--- config.mk ---
export PLATFORM = sky130hd
export DESIGN_NAME = fifo_rptr_rempty
export DESIGN_NICKNAME = d
export VERILOG_FILES = /design/src/rtl/fifo_pkg.sv /design/src/rtl/fifo_gray2bin.sv /design/src/rtl/fifo_rptr_rempty.sv
export SDC_FILE = /design/constraint.sdc
export NUM_CORES = 1
export LEC_CHECK = 0
export BUFFER_PORTS_ARGS = -buffer_cell sky130_fd_sc_hd__buf_2
export CORE_MARGIN = 4
export CORE_UTILIZATION = 35
export CTS_BUF_LIST = sky130_fd_sc_hd__clkbuf_8 sky130_fd_sc_hd__clkbuf_16
export CTS_CLUSTER_DIAMETER = 80
export DETAILED_ROUTE_END_ITERATION = 10
export PLACE_DENSITY = 0.62
export SLEW_MARGIN = 10
export SYNTH_ARGS = -nofsm -noshare
export SYNTH_HDL_FRONTEND = slang
export SYNTH_SLANG_ARGS = --single-unit
--- constraint.sdc ---
create_clock -name Rclk -period 3.37 [get_ports Rclk]
set_clock_uncertainty 0.2 [all_clocks]
set_input_delay 0.1685 -clock Rclk [delete_from_list [all_inputs] [get_ports Rclk]]
set_output_delay 0.1685 -clock Rclk [all_outputs]
set_load 0.01 [all_outputs]
--- src/rtl/fifo_pkg.sv ---
// Shared definitions for the async FIFO pointer blocks (read and write side).
//   ADDR_W_DEFAULT : default RAM address width
//   DEPTH          : default FIFO depth, 1 << ADDR_W_DEFAULT
//   depth()        : depth for an arbitrary address width
//   bin2gray()     : binary to reflected Gray code; callers truncate to their pointer width
package fifo_pkg;

  localparam int unsigned ADDR_W_DEFAULT = 3;
  localparam int unsigned DEPTH          = 1 << ADDR_W_DEFAULT;

  function automatic int unsigned depth(input int unsigned addr_w);
    return 1 << addr_w;
  endfunction

  // Operates on a full 32-bit word so one function serves every pointer width.
  function automatic logic [31:0] bin2gray(input logic [31:0] b);
    return b ^ (b >> 1);
  endfunction

endpackage

--- src/rtl/fifo_gray2bin.sv ---
// Combinational Gray-to-binary converter (XOR prefix from the MSB down).
// Shared by the read-side empty/count logic and the write-side full/count logic.
// Ports:
//   gray : Gray-coded input, W bits
//   bin  : binary equivalent, W bits
module fifo_gray2bin #(
  parameter int unsigned W = 4
) (
  input  logic [W-1:0] gray,
  output logic [W-1:0] bin
);

  always_comb begin
    bin        = '0;
    bin[W-1]   = gray[W-1];
    for (int i = int'(W) - 2; i >= 0; i--) begin
      bin[i] = bin[i+1] ^ gray[i];
    end
  end

endmodule

--- src/rtl/fifo_rptr_rempty.sv ---
// Read-domain pointer and status controller of the async FIFO.
// Keeps a binary read pointer plus its registered Gray image, drives the RAM read
// address, and derives empty / almost-empty / fill level from the synchronised
// Gray write pointer. Underflow (read while empty) is ignored and latched sticky.
// Ports:
//   Rclk           : read clock, all state on posedge
//   Rrst           : asynchronous active-low reset
//   Rinc           : read request, honoured only while Rempty is low
//   Rq2_wptr       : Gray write pointer after the 2-flop synchroniser
//   Radder         : RAM read address (low bits of the binary read pointer)
//   Rptr           : registered Gray read pointer, exported to the write domain
//   Rempty         : FIFO empty, registered
//   Ralmost_empty  : fill level <= Almost_empty_th, registered
//   Rcount         : fill level seen from the read side, registered
//   Rerr_underflow : sticky, set by Rinc while Rempty
module fifo_rptr_rempty
  import fifo_pkg::*;
#(
  parameter int unsigned Address_width   = ADDR_W_DEFAULT,
  parameter int unsigned Almost_empty_th = 1
) (
  input  logic                   Rclk,
  input  logic                   Rrst,
  input  logic                   Rinc,
  input  logic [Address_width:0] Rq2_wptr,
  output logic [Address_width-1:0] Radder,
  output logic [Address_width:0] Rptr,
  output logic                   Rempty,
  output logic                   Ralmost_empty,
  output logic [Address_width:0] Rcount,
  output logic                   Rerr_underflow
);

  localparam int unsigned PtrW = Address_width + 1;

  logic [PtrW-1:0] rbin_q,   rbin_d;
  logic [PtrW-1:0] rptr_q,   rptr_d;
  logic            rempty_q, rempty_d;
  logic            ralm_q,   ralm_d;
  logic [PtrW-1:0] rcount_q, rcount_d;
  logic            rerr_q,   rerr_d;

  logic            rd_en;
  logic [PtrW-1:0] wbin_s;
  logic [PtrW-1:0] fill_next;

  fifo_gray2bin #(
    .W (PtrW)
  ) u_wptr_g2b (
    .gray (Rq2_wptr),
    .bin  (wbin_s)
  );

  always_comb begin
    rd_en     = Rinc & ~rempty_q;
    rbin_d    = rbin_q + PtrW'(rd_en);
    rptr_d    = PtrW'(bin2gray(32'(rbin_d)));
    // Modular difference: the extra pointer bit makes a full FIFO read as DEPTH, not 0.
    fill_next = wbin_s - rbin_d;
    rcount_d  = fill_next;
    // Flags look at the post-read pointer so the last read raises empty on its own edge.
    rempty_d  = (rptr_d == Rq2_wptr);
    ralm_d    = (32'(fill_next) <= Almost_empty_th);
    rerr_d    = rerr_q | (Rinc & rempty_q);
  end

  always_ff @(posedge Rclk or negedge Rrst) begin
    if (!Rrst) begin
      rbin_q   <= '0;
      rptr_q   <= '0;
      rempty_q <= 1'b1;
      ralm_q   <= 1'b1;
      rcount_q <= '0;
      rerr_q   <= 1'b0;
    end else begin
      rbin_q   <= rbin_d;
      rptr_q   <= rptr_d;
      rempty_q <= rempty_d;
      ralm_q   <= ralm_d;
      rcount_q <= rcount_d;
      rerr_q   <= rerr_d;
    end
  end

  assign Radder         = rbin_q[Address_width-1:0];
  assign Rptr           = rptr_q;
  assign Rempty         = rempty_q;
  assign Ralmost_empty  = ralm_q;
  assign Rcount         = rcount_q;
  assign Rerr_underflow = rerr_q;

endmodule

==> results.toml, run 1 <==
[global_routing]
overflow = 0
antenna_found_initial = 0
grt_pass1_wl_um = 1970
gr-usage-all-layers_pct = 9.74
grt_max_degree = 15
grt_pass1_vias = 486

[pwr]
clkPwrFrac_pct = 15.6
swShare_pct = 37.8
p_per_area_nw_per_um2 = 1120
p_leak_uw = 0.000449
peakVddDrop_mv = 0.460
seqPwrFrac_pct = 28.6
power.internal_uw = 643
comb_power_share_pct = 55.8
p_sw_uw = 391

[worst_setup_path]
crit_start = "Rinc"
worstPathRequired_ns = 3.34
path_class = "primary input to register"
end_kind = "register"
reg2reg_from = "Rempty"
start_kind = "primary input"
crit_path_max_fanout = 3
crit_arrival_ns = 2.71

[route]
wl_per_cell_um = 10.9
via_count = 465
drtIter0Drc = 5
drc = 0
drt-total-wl_um = 1150
dr.pass1.iters = 4
postRouteAntennaNets = 0
viasPerCell = 4.39

[final_layout]
fin_cells = 106
final_nets = 92
stdcell_area_sq_um = 922
syn_to_final_growth_pct = 28.6
fin_util_pct = 47.0
drive_gt1_share_pct = 38.0
antennaDiodeCount = 0

[clocking]
post_cts_resized = 0
cts_root_buf = "clkbuf_8"
clock_path_buffers = 2
htreeDepth = 1
cts.sinks = 14
cts_tree = "built"
cts-buffers-inserted = 3
clock_latency_ns = 0.24
clk_pin_slew_ns = 0.06

[sta]
rsz0062_at_grt = "false"
slew_headroom_pct = 79.7
max_freq_mhz = 365
slew_violations = 0
hold_viol = 0
worst_pin_slew_ns = 0.303
whs_ns = 0.0646
fin_crit_sh_pct = 81.2
tns_ns = 0
setup_viol = 0
min_period_ns = 2.74

[yosys]
syn-num-nets = 66
synth_cell_type_count = 21
syn_inst = 54
synth-edff-count = 0
syn_area_sq_um = 717
seq_area_frac_synth_pct = 49.2
syn_area_per_cell_sq_um = 13.3
synthFlopType = "dfrtp_1"
async_reset_ff_share_pct = 100
synth_seq_cells = 14
synth_warnings = 0

[floorplan]
start_util_pct = 36.5
die_h_um = 53.3
coreArea_sq_um = 1960
rows = 16
die_x_um = 53.3
io_pins = 21
die-area_sq_um = 2840

[hold_path]
hold_class = "primary input to register"
min_from = "Rq2_wptr[2]"

[outcome]
status = "finished, final reports clean"

[placed_design]
port_buffers = 20
dpl_cell_area_sq_um = 847
numPlacedInstances = 100
dp_hpwl_um = 914
finalWeightedCongestion = 0.806

[job]
drv_cap = 0
-- final cells by class --
cell class	count	area, sq um
fillers	201	1040
multi-input cells	34	342
flip-flops and latches	14	353
well taps	27	33.8
inverters	5	18.8
clock buffers	4	55.1
repair buffers	22	120
-- logic make-up after synthesis --
| group | after synthesis | share of synthesized area, % |
|---|---|---|
| AOI/OAI and AO/OA | 4 | 6.81 |
| xor gates and xnor gates | 16 | 23.6 |
| adders and majority gates | 5 | 8.73 |
| buffers and inverters | 6 | 3.14 |
| DFF | 14 | 49.2 |
| muxes | 1 | 1.40 |
| and+or+nand+nor | 8 | 7.15 |
-- repair_timing --
item | CTS | global route
setup buffers | 0 | 0
hold buffers | 2 | 0
hold endpoints to repair | 15 | 0
-- metrics by stage --
step	worst slack, ns	total power [uW]
floorplan	0.841	738
global placement	0.786	883
detailed placement	0.766	886
CTS	0.633	1050
global route	0.482	1130
finish	0.632	1030
-- critical path: stages --
cell and delay (ns):
dlygate4sd3_1 0.54, buf_2 0.13, nor2b_1 0.12, ha_1 0.22, ha_1 0.23, xnor2_1 0.30, ha_1 0.20, or3b_2 0.47
o311ai_4 0.10, xnor2_1 0.18, nor3_2 0.05
-- metal layers --
layer,wire length (um),GRT usage (%)
met2,586,16.3
met4,25,5.11
met3,68,2.54
met1,472,11.2
met5,0,0
-- power groups by stage --
stage | clock (uW) | combinational [uW] | sequential (uW)
after floorplan | 0 | 396 | 342
after global placement | 0 | 583 | 300
after detailed placement | 0 | 586 | 299
after CTS | 163 | 590 | 297
after global routing | 174 | 648 | 307
final | 161 | 577 | 296
-- worst paths after layout --
path	to	slack [ns]	depth (start not counted)
setup / recovery	Ralmost_empty	0.63	11
hold / removal	Rempty	0.06	3
setup reg to reg	Ralmost_empty	0.76	9
hold reg to reg	Rerr_underflow	0.27	1
max in group asynchronous	Ralmost_empty	2.53	2
min in group asynchronous	rbin_q[2]	0.15	2
-- cells in the final DEF (no fill, tap or decap) --
| cell | count |
|---|---|
| ha_1 | 5 |
| nor3_1 | 1 |
| xnor2_1 | 8 |
| nor2_1 | 1 |
| dfrtp_1 | 12 |
| inv_1 | 5 |
| a21o_1 | 1 |
| o311ai_4 | 1 |
| or3b_2 | 1 |
| a21boi_0 | 1 |
| dlygate4sd3_1 | 2 |
| xnor3_1 | 1 |
| xor2_1 | 6 |
| clkbuf_8 | 4 |
| nand3_1 | 1 |
| nor2b_1 | 1 |
| xnor3_2 | 1 |
| dfstp_2 | 2 |
| and2_1 | 2 |
| nor3_2 | 1 |
| mux2i_1 | 1 |
| o21bai_1 | 1 |
| buf_2 | 20 |
-- registers in the layout, summed over array words and instances, names as in the netlist --
| signal | cells |
|---|---|
| Rptr | 3 |
| rbin_q | 4 |
| Rempty | 1 |
| Rerr_underflow | 1 |
| Rcount | 4 |
| Ralmost_empty | 1 |
-- synth_stat cells, drive strengths merged (2+ instances only) --
cell type	instances	area [sq um]
xor2	6	52.6
ha	5	62.6
nor3	2	15.0
xnor2	8	70.1
and2	2	12.5
dfstp	2	52.6
inv	5	18.8
dfrtp	12	300
xnor3	2	46.3
Note: power is estimated with default switching activity, not from simulation.
==> inputs of run 2 (changes only) <==
ABC_AREA = 1   (was unset)
PLACE_DENSITY = 0.63   (was 0.62)
clock period = 2.5 ns   (was 3.37 ns; I/O delays follow)
==> results.toml, run 2 <==
[outcome]
status = "finished, final reports clean"

[yosys]
synthFlopType = "dfrtp_1"
syn_area_sq_um = 757
syn_inst = 79
synth-edff-count = 0
synth.top_cell.area_share_pct = 39.7
synth_commonest_cells = "nand2_1 (14), dfrtp_1 (12), inv_1 (10)"
synthTopCellsByArea = "dfrtp_1 (40%), ha_1 (8.3%), dfstp_2 (6.9%)"
synth_cell_type_count = 18
synth_seq_cells = 14
seq_area_frac_synth_pct = 46.6
synth_area_leader_cell = "dfrtp_1"
synth_warnings = 0
async_reset_ff_share_pct = 100
syn-num-nets = 91
post-synth-top-count-cell = "nand2_1"
syn_area_per_cell_sq_um = 9.58

[sta]
slew_headroom_pct = 80.1
max_freq_mhz = 424
worst_pin_slew_ns = 0.298
worst_slack_ns = 0.144
hold_viol = 0
fin_crit_sh_pct = 94.2
min_period_ns = 2.36
tns_ns = 0
setup_viol = 0
slew_violations = 0

[route]
via_count = 576
drc = 0
postRouteAntennaNets = 0
drtIter0Drc = 3
dr.pass1.iters = 3
wl_per_cell_um = 10.3
drt-total-wl_um = 1400
viasPerCell = 4.27

[global_routing]
grt_pass1_vias = 591
overflow = 0
grt_pass1_wl_um = 2240
gr-usage-all-layers_pct = 10.5
grt_max_degree = 15
antenna_found_initial = 0

[hold_path]
hold_class = "primary input to register"
whs_path_depth = 5
hold_end = "Rempty"
min_from = "Rq2_wptr[3]"

[placed_design]
place_ws_ns = 0.151
dp_hpwl_um = 1130
finalWeightedCongestion = 0.702
port_buffers = 20

[worst_setup_path]
end_kind = "register"
reg2reg_from = "Rempty"
worstReg2RegEnd = "Ralmost_empty"
path_class = "primary input to register"
crit_arrival_ns = 2.32
worstPathRequired_ns = 2.47
critPathMaxStageDelay_ns = 0.53
crit_path_max_fanout = 3
start_kind = "primary input"
crit_slowest_cell = "dlygate4sd3_1"
path_cells = "dlygate4sd3_1 -> buf_2 -> inv_1 -> nor2_1 -> ha_1 -> ha_4 -> inv_1 -> nand2_1 -> nand2_2 -> inv_1 -> ha_1 -> inv_2 -> nor2_1 -> nor2_1 -> nand2_1 -> nand2_1 -> nand2_1 -> nor2_1"
rrSetupSlack_ns = 0.20
worstRegToRegCells = 15
crit_start = "Rinc"

[job]
drv_cap = 0

[pwr]
peakVddDrop_mv = 0.415
p_leak_uw = 0.000542
p_per_area_nw_per_um2 = 1360

[floorplan]
die_h_um = 54.5
start_util_pct = 37.8
die-area_sq_um = 2970
io_pins = 21
rows = 16
coreArea_sq_um = 2000
die_x_um = 54.5

[clocking]
cts_root_buf = "clkbuf_8"
cts-buffers-inserted = 3
cts_tree = "built"
clock_path_buffers = 2
htreeDepth = 1
clock_latency_ns = 0.23
clk_pin_slew_ns = 0.05
cts.sinks = 14

[final_layout]
final_nets = 122
layout_common_cells = "buf_2 (20), nand2_1 (14), dfrtp_1 (12), inv_1 (9)"
drive_gt1_share_pct = 42.6
antennaDiodeCount = 0
final_common_cell = "buf_2"
syn_to_final_growth_pct = 31.7
run 2: cell count changes after synthesis, sizes merged, moves of 2 or more:
cell and delta:
nand3 +8, or2 +2, inv +9, xnor2 -7, nor2 +5, and2 -2
nor3 -2, nand2 +21
run 2: final cells by class:
type | instances | area (sq um)
Fill cell | 198 | 1000
Tap cell | 27 | 33.8
Multi-Input combinational cell | 51 | 364
Inverter | 14 | 52.6
Sequential cell | 14 | 353
Clock buffer | 3 | 41.3
Timing Repair Buffer | 26 | 153
run 2: logic make-up (layout without fill, tap and decap cells):
group / after synthesis / after routing / synth area share (%)
buffers and inverters: 14 / 43 / 6.94
and+or+nand+nor: 38 / 38 / 26.3
adders and majority gates: 5 / 5 / 8.26
xor gates and xnor gates: 7 / 7 / 10.9
DFF: 14 / 14 / 46.6
AOI/OAI and AO/OA: 1 / 1 / 0.992
run 2: critical path: cells and delay by family:
kind | cells | cell delay (ns)
buf+inv | 6 | 0.87
fa+ha+maj | 3 | 0.70
simple gates | 9 | 0.61
run 2: power by group:
group / switching [uW] / internal (uW)
clock: 66.6 / 106
combinational: 432 / 361
sequential: 44.1 / 346
total: 543 / 813
run 2: how the worst max path moves through the flow:
stage	endpoint	slack [ns]	cells past startpoint
after floorplan	Ralmost_empty	0.13	14
after global placement	Ralmost_empty	0.19	14
after detailed placement	Ralmost_empty	0.15	14
after CTS	Ralmost_empty	0.08	17
after global routing	Ralmost_empty	-0.02	17
final	Ralmost_empty	0.14	18
run 2: routing by layer:
| layer | share of wire [%] | track usage (%) |
|---|---|---|
| met4 | 1.4 | 4.98 |
| met5 | 0 | 0 |
| met1 | 44 | 12.0 |
| met3 | 5.0 | 1.63 |
| met2 | 50 | 18.9 |
run 2: through the flow:
step	instances	utilization [%]	total power, uW	hold WS (ns)	area, sq um
after CTS	135	49.2	1350	0.0774	985
after detailed placement	129	45.6	1170	-0.169	913
after global placement	129	45.6	1150	-0.171	913
after floorplan	79	-	921	-0.371	757
after global routing	135	49.8	1500	0.111	997
final	135	49.8	1360	0.0763	997
run 2: timing repair:
action                     4_1_cts  5_1_grt
setup endpoints to repair        0        1
buffers inserted                 0        0
hold endpoints to repair        16        0
resized for setup                0        2
hold buffers                     3        0
